**config.mk**
```make
export PLATFORM = sky130hd
export DESIGN_NAME = spi_master_xfer
export DESIGN_NICKNAME = d
export VERILOG_FILES = /design/src/rtl/spi_master_xfer.sv
export SDC_FILE = /design/constraint.sdc
export NUM_CORES = 1
export LEC_CHECK = 0
export ABC_AREA = 1
export BUFFER_PORTS_ARGS = -buffer_cell sky130_fd_sc_hd__clkbuf_2
export CORE_ASPECT_RATIO = 1.25
export CORE_UTILIZATION = 60
export DETAILED_ROUTE_END_ITERATION = 7
export PLACE_DENSITY = 0.83
export SYNTH_ARGS = -nofsm -noshare
export SYNTH_HDL_FRONTEND = slang
export SYNTH_SLANG_ARGS = --single-unit
```
**constraint.sdc**
```tcl
create_clock -name CLK -period 2.4 [get_ports CLK]
set_input_delay 0.24 -clock CLK [delete_from_list [all_inputs] [get_ports CLK]]
set_output_delay 0.24 -clock CLK [all_outputs]
set_load 0.01 [all_outputs]
```
**src/rtl/spi_master_xfer.sv**
```systemverilog
`default_nettype none
// ============================================================================
// Module   : spi_master_xfer
// Brief    : Full-duplex SPI master frame engine with runtime CPOL/CPHA.
// Revision : 1.0 - initial release
// ============================================================================
module spi_master_xfer #(
    parameter int DATA_WIDTH = 8,
    parameter int CLK_DIV    = 2,
    parameter bit LSB_FIRST  = 1'b1
) (
    input  logic                  CLK,
    input  logic                  CLR,
    input  logic [DATA_WIDTH-1:0] TX_DATA,
    input  logic                  TX_VALID,
    output logic                  TX_READY,
    output logic [DATA_WIDTH-1:0] RX_DATA,
    output logic                  RX_VALID,
    input  logic                  CPOL,
    input  logic                  CPHA,
    output logic                  BUSY,
    output logic                  SCLK,
    output logic                  MOSI,
    input  logic                  MISO,
    output logic                  CS_N
);

    localparam int c_DIV_W = (CLK_DIV > 1) ? $clog2(CLK_DIV) : 1;
    localparam int c_CNT_W = $clog2(2 * DATA_WIDTH + 1);

    localparam logic [c_DIV_W-1:0] c_DIV_LAST  = c_DIV_W'(CLK_DIV - 1);
    localparam logic [c_CNT_W-1:0] c_HALF_LAST = c_CNT_W'(2 * DATA_WIDTH);
    localparam logic [c_CNT_W-1:0] c_HALF_FIN  = c_CNT_W'(2 * DATA_WIDTH - 1);

    localparam logic [1:0] c_IDLE  = 2'd0;
    localparam logic [1:0] c_SETUP = 2'd1;
    localparam logic [1:0] c_SHIFT = 2'd2;
    localparam logic [1:0] c_HOLD  = 2'd3;

    logic [1:0]            r_state;
    logic [c_DIV_W-1:0]    r_div_cnt;
    logic [c_CNT_W-1:0]    r_half_cnt;
    logic [DATA_WIDTH-1:0] r_shift_tx;
    logic [DATA_WIDTH-1:0] r_shift_rx;
    logic [DATA_WIDTH-1:0] r_rx_data;
    logic                  r_rx_valid;
    logic                  r_cpol;
    logic                  r_cpha;
    logic                  r_sclk;
    logic                  r_mosi;

    logic w_idle;
    logic w_div_end;
    logic w_lead;
    logic w_sample;
    logic w_advance;

    function automatic logic first_bit(input logic [DATA_WIDTH-1:0] d);
        return LSB_FIRST ? d[0] : d[DATA_WIDTH-1];
    endfunction

    function automatic logic [DATA_WIDTH-1:0] shift_out(input logic [DATA_WIDTH-1:0] d);
        return LSB_FIRST ? {1'b0, d[DATA_WIDTH-1:1]} : {d[DATA_WIDTH-2:0], 1'b0};
    endfunction

    function automatic logic [DATA_WIDTH-1:0] shift_in(input logic [DATA_WIDTH-1:0] d,
                                                       input logic b);
        return LSB_FIRST ? {b, d[DATA_WIDTH-1:1]} : {d[DATA_WIDTH-2:0], b};
    endfunction

    // r_half_cnt counts SCLK toggles already issued, so it is also the index
    // of the toggle about to happen: even indices are leading edges.
    always_comb begin
        w_idle    = (r_state == c_IDLE);
        w_div_end = (r_div_cnt == c_DIV_LAST);
        w_lead    = ~r_half_cnt[0];
        w_sample  = w_lead ^ r_cpha;
        w_advance = r_cpha ? w_lead : (~w_lead && (r_half_cnt != c_HALF_FIN));
    end

    always_ff @(posedge CLK or posedge CLR) begin
        if (CLR) begin
            r_state    <= c_IDLE;
            r_div_cnt  <= '0;
            r_half_cnt <= '0;
            r_shift_tx <= '0;
            r_shift_rx <= '0;
            r_rx_data  <= '0;
            r_rx_valid <= 1'b0;
            r_cpol     <= 1'b0;
            r_cpha     <= 1'b0;
            r_sclk     <= 1'b0;
            r_mosi     <= 1'b0;
        end else begin
            r_rx_valid <= 1'b0;
            case (r_state)
                c_IDLE: begin
                    r_sclk     <= CPOL;
                    r_mosi     <= 1'b0;
                    r_div_cnt  <= '0;
                    r_half_cnt <= '0;
                    if (TX_VALID) begin
                        r_cpol  <= CPOL;
                        r_cpha  <= CPHA;
                        r_state <= c_SETUP;
                        if (!CPHA) begin
                            r_mosi     <= first_bit(TX_DATA);
                            r_shift_tx <= shift_out(TX_DATA);
                        end else begin
                            r_shift_tx <= TX_DATA;
                        end
                    end
                end
                c_SETUP, c_SHIFT: begin
                    r_div_cnt <= w_div_end ? '0 : r_div_cnt + 1'b1;
                    if (w_div_end) begin
                        if ((r_state == c_SHIFT) && (r_half_cnt == c_HALF_LAST)) begin
                            r_state <= c_HOLD;
                        end else begin
                            r_state    <= c_SHIFT;
                            r_sclk     <= ~r_sclk;
                            r_half_cnt <= r_half_cnt + 1'b1;
                            if (w_sample) begin
                                r_shift_rx <= shift_in(r_shift_rx, MISO);
                            end
                            if (w_advance) begin
                                r_mosi     <= first_bit(r_shift_tx);
                                r_shift_tx <= shift_out(r_shift_tx);
                            end
                        end
                    end
                end
                c_HOLD: begin
                    r_div_cnt <= w_div_end ? '0 : r_div_cnt + 1'b1;
                    if (w_div_end) begin
                        r_state    <= c_IDLE;
                        r_rx_data  <= r_shift_rx;
                        r_rx_valid <= 1'b1;
                        r_mosi     <= 1'b0;
                        r_sclk     <= r_cpol;
                    end
                end
                default: r_state <= c_IDLE;
            endcase
        end
    end

    assign TX_READY = w_idle;
    assign BUSY     = ~w_idle;
    assign CS_N     = w_idle;
    assign SCLK     = r_sclk;
    assign MOSI     = r_mosi;
    assign RX_DATA  = r_rx_data;
    assign RX_VALID = r_rx_valid;

endmodule
`default_nettype wire

```
==> metrics.md, run 1 <==
| Metric | Value |
|---|---|
| Status | complete, no violations |
| Placed inst area | 2070 µm² |
| Setup crit end kind | flop |
| DRT iter0 DRCs | 45 |
| Syn Area/Cell | 8.32 µm² |
| Worst path depth | 8 |
| CTS tree | done |
| Antenna viol nets, final | 0 |
| FF/Latch Area | between 900 and 1000 µm² |
| Worst skew pair latency | roughly 0.33 ns |
| Top post-synthesis cells by area | dfrtp_1, nand2_1, o21ai_0 |
| Number of fill cells | between 200 and 300 |
| Most common cell after layout, fill and taps aside | nand2_1 |
| Final HPWL from detailed placement | roughly 2600 µm |
| Row cnt | 22 |
| MaxCap Viol Count | 0 |
| CTS clk-pin slew, worst paths | 0.10 ns |
| Min Tclk post-route | 2.07 ns |
| R2R cell count | 8 |
| First-pass GRT wire length | 6000 µm |
| Yosys reg bits | 37 |
| CP Launch Type | flop |
| Final #Nets | 282 |
| R2r endpoint | r_shift_tx[4]$_DFFE_PP0P_ |
| Worst rel slew slack | 64.0% |
| Min-delay worst type | in -> reg |
| Initial DRT Pass Iterations | 4 |
| Largest delay share family, worst path | adder cells |
| Final setup TNS | 0 ns |
| Initial antenna violation count | 0 |
| Sinks on Clock Net | 37 |
| Post-CTS Setup Inserts | 0 |
| R2R Path Start | r_state[1]$_DFFE_PP0P_ |
| Top cell type's share of synthesized area | 47.8% |
| Crit Path Max Fanout | 20 |
| Tot Pwr | 2.99 mW |
| Post-place setup slack | 0.369 ns |
| Slowest-stage cell, CP | ha_1 |
| Maximum vdd drop | 1.16 mV |
| Final instance area | 2140 µm² |
| Die Width | 52.8 µm |
| Vias in the first global route | 1439 |
| Final Max Tran Viols | 0 |
| F_max | 0.483 GHz |
| Post-Synth Adder-Cell Area | under 10% |
| IO buf count | 27 |
| Area of the multi-input gates | 837 µm² |
| R2R Setup Slk | ~0.33 ns |
| Area growth, synth to finish | 10.2% |
| Ys Warns | 0 |
| Max stage delay on crit path | 0.62 ns |
| Vias post-DR | 1515 |
| Slack of the critical path | approximately 0.33 ns |
| Fraction of layout cells with a size suffix above 1 | 21.0% |
| H-tree Lvls | 2 |
| Hold_buf cts | 1 |
| End of the critical path | r_shift_tx[4]$_DFFE_PP0P_ |
| Synth Area in Compound Gates | 13.4% |
| Crit path launch | r_state[1]$_DFFE_PP0P_ |
| Clock buffer depth | 2 |
| Global Route Usage Sum | 23.9% |
| Total gr overflow | 0 |
| Drt wl/cell | 11.6 µm |
| Most frequent cells in the layout | nand2_1, dfrtp_1, inv_1, o21ai_0, clkbuf_2 |
| Leakage power | 1.13 nW |
| WP buf/inv | 1 |
| Mux share of post-synthesis cell area | 0% |
| CP required | 2.63 ns |
| Pwr/cell area | 1400 nW/µm² |
| Final setup viols | 0 |
| Remaining DRCs | 0 |
| Distinct cells, synth | 25 |
| CORE AREA | approximately 3000 µm² |
| CTS root buf | clkbuf_4 |
| Starting Density | 64.6% |
| Die area | 3460 µm² |
| Register area share after synthesis | a little under half |
| DR vias/cell | 5.08 |
| I/O pin count | 28 |
| Kind of critical path | reg -> reg |
| Worst path arrival time | roughly 2.3 ns |
| Most common cell on crit path | nand2_1 |
| Largest net degree at the start of global routing | 38 |
| CP cell instances | inv_1, ha_1, nand2_1, o21bai_4, nand2_4, nand2_4, nand2_1, nand2_1 |
| Main combinational cell family by area after synthesis | simple AND/OR/NAND/NOR gates |
| Total Wirelength | 3450 µm |
| Clock skew | 0.00559 ns |
| Die Ht | between 60 and 70 µm |
| Num CTS Buffers | 5 |
| Synth Area in XOR/XNOR | 0.904% |
| Hold_ws | 0.138 ns |
| Synthesized area | 1940 µm² |
| Post-Synthesis Cells | 233 |
| Measured slew at the worst slew-check pin | 0.540 ns |
| Synth area leader | dfrtp_1 |
| GP Congestion | slightly above 0.8 |
| CTS-repair resized insts | 0 |
| Final Hold Fails | 0 |
| Fraction of the mapped netlist area in simple logic gates | 25.0% |
| Final Cycle Share | 86.2% |
| # diodes | 0 |
| Unrepaired setup endpoints after global routing | false |
| Post-Syn Nets | 253 |
==> worst min path at each step <==
| stage | cells past startpoint | slack [ns] | to | from |
|---|---|---|---|---|
| global placement | 3 | 0.35 | RX_DATA[2]$_DFFE_PP0P_ | CLR |
| CTS | 3 | 0.14 | r_shift_rx[7]$_DFFE_PP0P_ | MISO |
| detailed placement | 3 | 0.36 | RX_DATA[2]$_DFFE_PP0P_ | CLR |
| finish | 3 | 0.14 | r_shift_rx[7]$_DFFE_PP0P_ | MISO |
| floorplan | 2 | 0.38 | r_shift_rx[7]$_DFFE_PP0P_ | MISO |
| global route | 3 | 0.14 | r_shift_rx[7]$_DFFE_PP0P_ | MISO |
==> cell usage after synthesis <==
cell type and number:
buf_2 2, buf_4 2, a21oi_1 2, a31oi_1 1, nand3_4 1, o21bai_4 1, buf_8 1, o21ai_0 27
nor2_1 7, nand2_4 4, clkbuf_1 1, xor2_1 1, dfrtp_1 37, or2_1 1, o22ai_1 1, nor2_4 2
inv_2 4, o21ai_2 9, ha_1 6, xnor2_1 1, inv_1 28, o21ai_1 1, buf_6 1, nand2_1 75
nand3_1 17
==> layout make-up <==
type                            instances  share of cell area, %
Timing Repair Buffer                   29                   7.15
Tap cell                               36                   2.11
Clock buffer                            7                   2.58
Multi-Input combinational cell        157                   39.2
Inverter                               32                   5.62
Sequential cell                        37                   43.4
==> per-layer routing <==
metal	GRT usage (%)	wire length, µm
met1	26.3	1440
met2	41.6	1770
met3	6.02	146
met4	11.5	97
met5	0	0
==> report_power, final <==
group	internal, mW	switching, mW	total, mW
registers	0.899	0.171	1.07
logic	0.549	1.04	1.59
clock network	0.138	0.189	0.328
==> tightest hold or removal path: cells and delay by family <==
kind,cells,cell delay [ns]
simple gates,2,0.12
buf+inv,1,0.08
==> sequential cells by signal, summed over array words and instances, names as in the netlist, 2 cells and up <==
register	cells
RX_DATA	8
r_shift_rx	8
r_shift_tx	8
r_half_cnt	5
r_state	2
==> stage by stage <==
stage | std cells | utilization [%]
final | 298 | 71.2
after global placement | 290 | 69.0
after detailed placement | 290 | 69.0
after floorplan | 233 | -
after CTS | 298 | 71.2
after global routing | 298 | 71.2
==> cell families after synthesis <==
logic type,count (synthesis)
simple gates,107
compound gates,42
buf+inv,39
flops,37
fa+ha+maj,6
xor+xnor,2
(Power assumes the default switching activity.)
==> run 2: changes to the inputs <==
- CORE_UTILIZATION: 60 -> 51
- PLACE_DENSITY: 0.83 -> 0.75
- clock period: 2.4 -> 1.9 ns (I/O delays scaled with it)
==> metrics.md, run 2 (synthesized netlist as in run 1, its figures left out) <==
| Metric | Value |
|---|---|
| Status | finished, violations left |
| Failing checks | DRC |
| Die Ht | 70.9 µm |
| Final Cycle Share | 90.6% |
| IO buf count | 27 |
| Switching pwr | 1.81 mW |
| Starting Density | 54.2% |
| Uppermost routed layer | met4 |
| Measured slew at the worst slew-check pin | 0.453 ns |
| CORE AREA | 3570 µm² |
| Global Route Usage Sum | about a fifth |
| Crit Path Max Fanout | 8 |
| Clock buffer depth | 2 |
| Sw frac | 44.6% |
| Vias in the first global route | 1441 |
| Die area | 4050 µm² |
| Clock skew | roughly 0.0032 ns |
| Remaining DRCs | 4 |
| Min-delay worst type | in -> reg |
| Kind of critical path | reg -> reg |
| Metal-1 WL | 1520 µm |
| Crit path launch | r_half_cnt[0]$_DFFE_PP0P_ |
| Antenna viol nets, final | 0 |
| Num CTS Buffers | 5 |
| Worst rel slew slack | 69.8% |
| CTS root buf | clkbuf_8 |
| Power Internal | 2.25 mW |
| I/O pin count | 28 |
| Clock share of power | a little over an eighth |
| Area growth, synth to finish | 14.0% |
| Placed inst area | 2080 µm² |
| CTS tree | done |
| Most common cell after layout, fill and taps aside | nand2_1 |
| Number of fill cells | 330 |
| Total Wirelength | ~3400 µm |
| Tot Pwr | 4.07 mW |
| Post-place setup slack | 0.156 ns |
| DR WL met2 | 1680 µm |
| First-pass GRT wire length | 6270 µm |
| CTS clk-pin slew, worst paths | 0.07 ns |
| Worst hold start | MISO |
| Vias post-DR | 1481 |
| Final HPWL from detailed placement | roughly 2500 µm |
| Leakage power | 1.16 nW |
| R2R Path Start | r_half_cnt[0]$_DFFE_PP0P_ |
| F_max | 0.581 GHz |
| # diodes | 0 |
| Total gr overflow | 0 |
| GP Congestion | 0.803 |
| DR vias/cell | 4.87 |
| Final setup viols | 0 |
| Fraction of layout cells with a size suffix above 1 | 22.3% |
| Most frequent cells in the layout | nand2_1, dfrtp_1, inv_1, o21ai_0, clkbuf_2 |
| Min Tclk post-route | 1.72 ns |
| Maximum vdd drop | 0.967 mV |
| Comb pwr share | a little over half |
| Row cnt | 24 |
| Pwr/cell area | 1840 nW/µm² |
| Die Width | 57.1 µm |
| Met3 WL post-DR | 107 µm |
| Slack of the critical path | 0.179 ns |
| Final setup TNS | 0 ns |
| Final #Nets | 285 |
| Final Max Tran Viols | 0 |
| Final Hold Fails | 0 |
| Worst path arrival time | 1.90 ns |
| CP required | around 2.1 ns |
| DRT iter0 DRCs | 74 |
| H-tree Lvls | 2 |
| Post-route non-filler standard cell count | 304 |
| Largest net degree at the start of global routing | 38 |
| CP Launch Type | flop |
| Setup crit end kind | flop |
| Power share of the sequential group | 33.0% |
| Final instance area | about 2200 µm² |
| Dpl cells | 294 |
| MaxCap Viol Count | 0 |
| Worst skew pair latency | slightly below 0.3 ns |
| Drt wl/cell | approximately 11 µm |
| Initial DRT Pass Iterations | 6 |
| Initial antenna violation count | 0 |
| Sinks on Clock Net | 37 |
==> run 2: cell types whose count changed in the layout (fill, tap and decap cells not counted), sizes merged <==
cell | before | now
buf | 1 | 4
==> run 2: repair_timing <==
item                                    CTS  global route
gates resized for setup                   0             2
hold buffers                              1             0
setup buffers                             0             2
hold endpoints to repair                 20             0
endpoints found under the setup margin    0             8
==> run 2: stage by stage <==
stage	utilization (%)	hold slack (ns)
global placement	58.3	0.300
detailed placement	58.3	0.308
global route	61.8	0.175
floorplan	-	0.335
CTS	61.0	0.136
finish	61.8	0.135
==> run 2: final cells by class <==
class / count / area (µm²) / area share [%]
Tap cell: 39 / 48.8 / 2.21
Sequential cell: 37 / 927 / 42.0
Multi-Input combinational cell: 157 / 837 / 37.9
Inverter: 32 / 123 / 5.55
Clock buffer: 7 / 86.3 / 3.91
Timing Repair Buffer: 32 / 188 / 8.49
==> run 2: worst paths after layout <==
kind | endpoint | slack (ns) | cells past startpoint
max in group asynchronous | r_half_cnt[0]$_DFFE_PP0P_ | 1.01 | 4
hold / removal | r_shift_rx[7]$_DFFE_PP0P_ | 0.13 | 3
min in group asynchronous | RX_DATA[4]$_DFFE_PP0P_ | 0.55 | 4
hold reg to reg | RX_DATA[0]$_DFFE_PP0P_ | 0.47 | 2
setup / recovery | r_shift_tx[4]$_DFFE_PP0P_ | 0.18 | 12
setup reg to reg | r_shift_tx[4]$_DFFE_PP0P_ | 0.18 | 12
==> run 2: power by group through the flow <==
stage	clock network (mW)	logic [mW]	registers, mW
6_report	0.550	2.17	1.34
5_1_grt	0.591	2.51	1.39
4_1_cts	0.559	2.06	1.34
3_5_place_dp	0	2.06	1.35
3_3_place_gp	0	1.98	1.35
2_1_floorplan	0	1.66	1.36
==> run 2: critical path: stages (launching register included) <==
cell	delay (ns)
dfrtp_2	0.44
ha_1	0.22
nand2_1	0.09
nor2_1	0.05
ha_1	0.17
inv_1	0.05
nand3_1	0.07
nand3_1	0.12
nand2_1	0.11
inv_4	0.10
nand2_4	0.08
nand2_1	0.07
nand2_1	0.05
==> run 2: routing by layer <==
| metal | vias to the layer above | global-route usage, % |
|---|---|---|
| met2 | 27 | 35.2 |
| met1 | 651 | 23.1 |
| met5 | - | 0 |
| met3 | 6 | 4.39 |
| li1 | 797 | - |
| met4 | 0 | 9.76 |
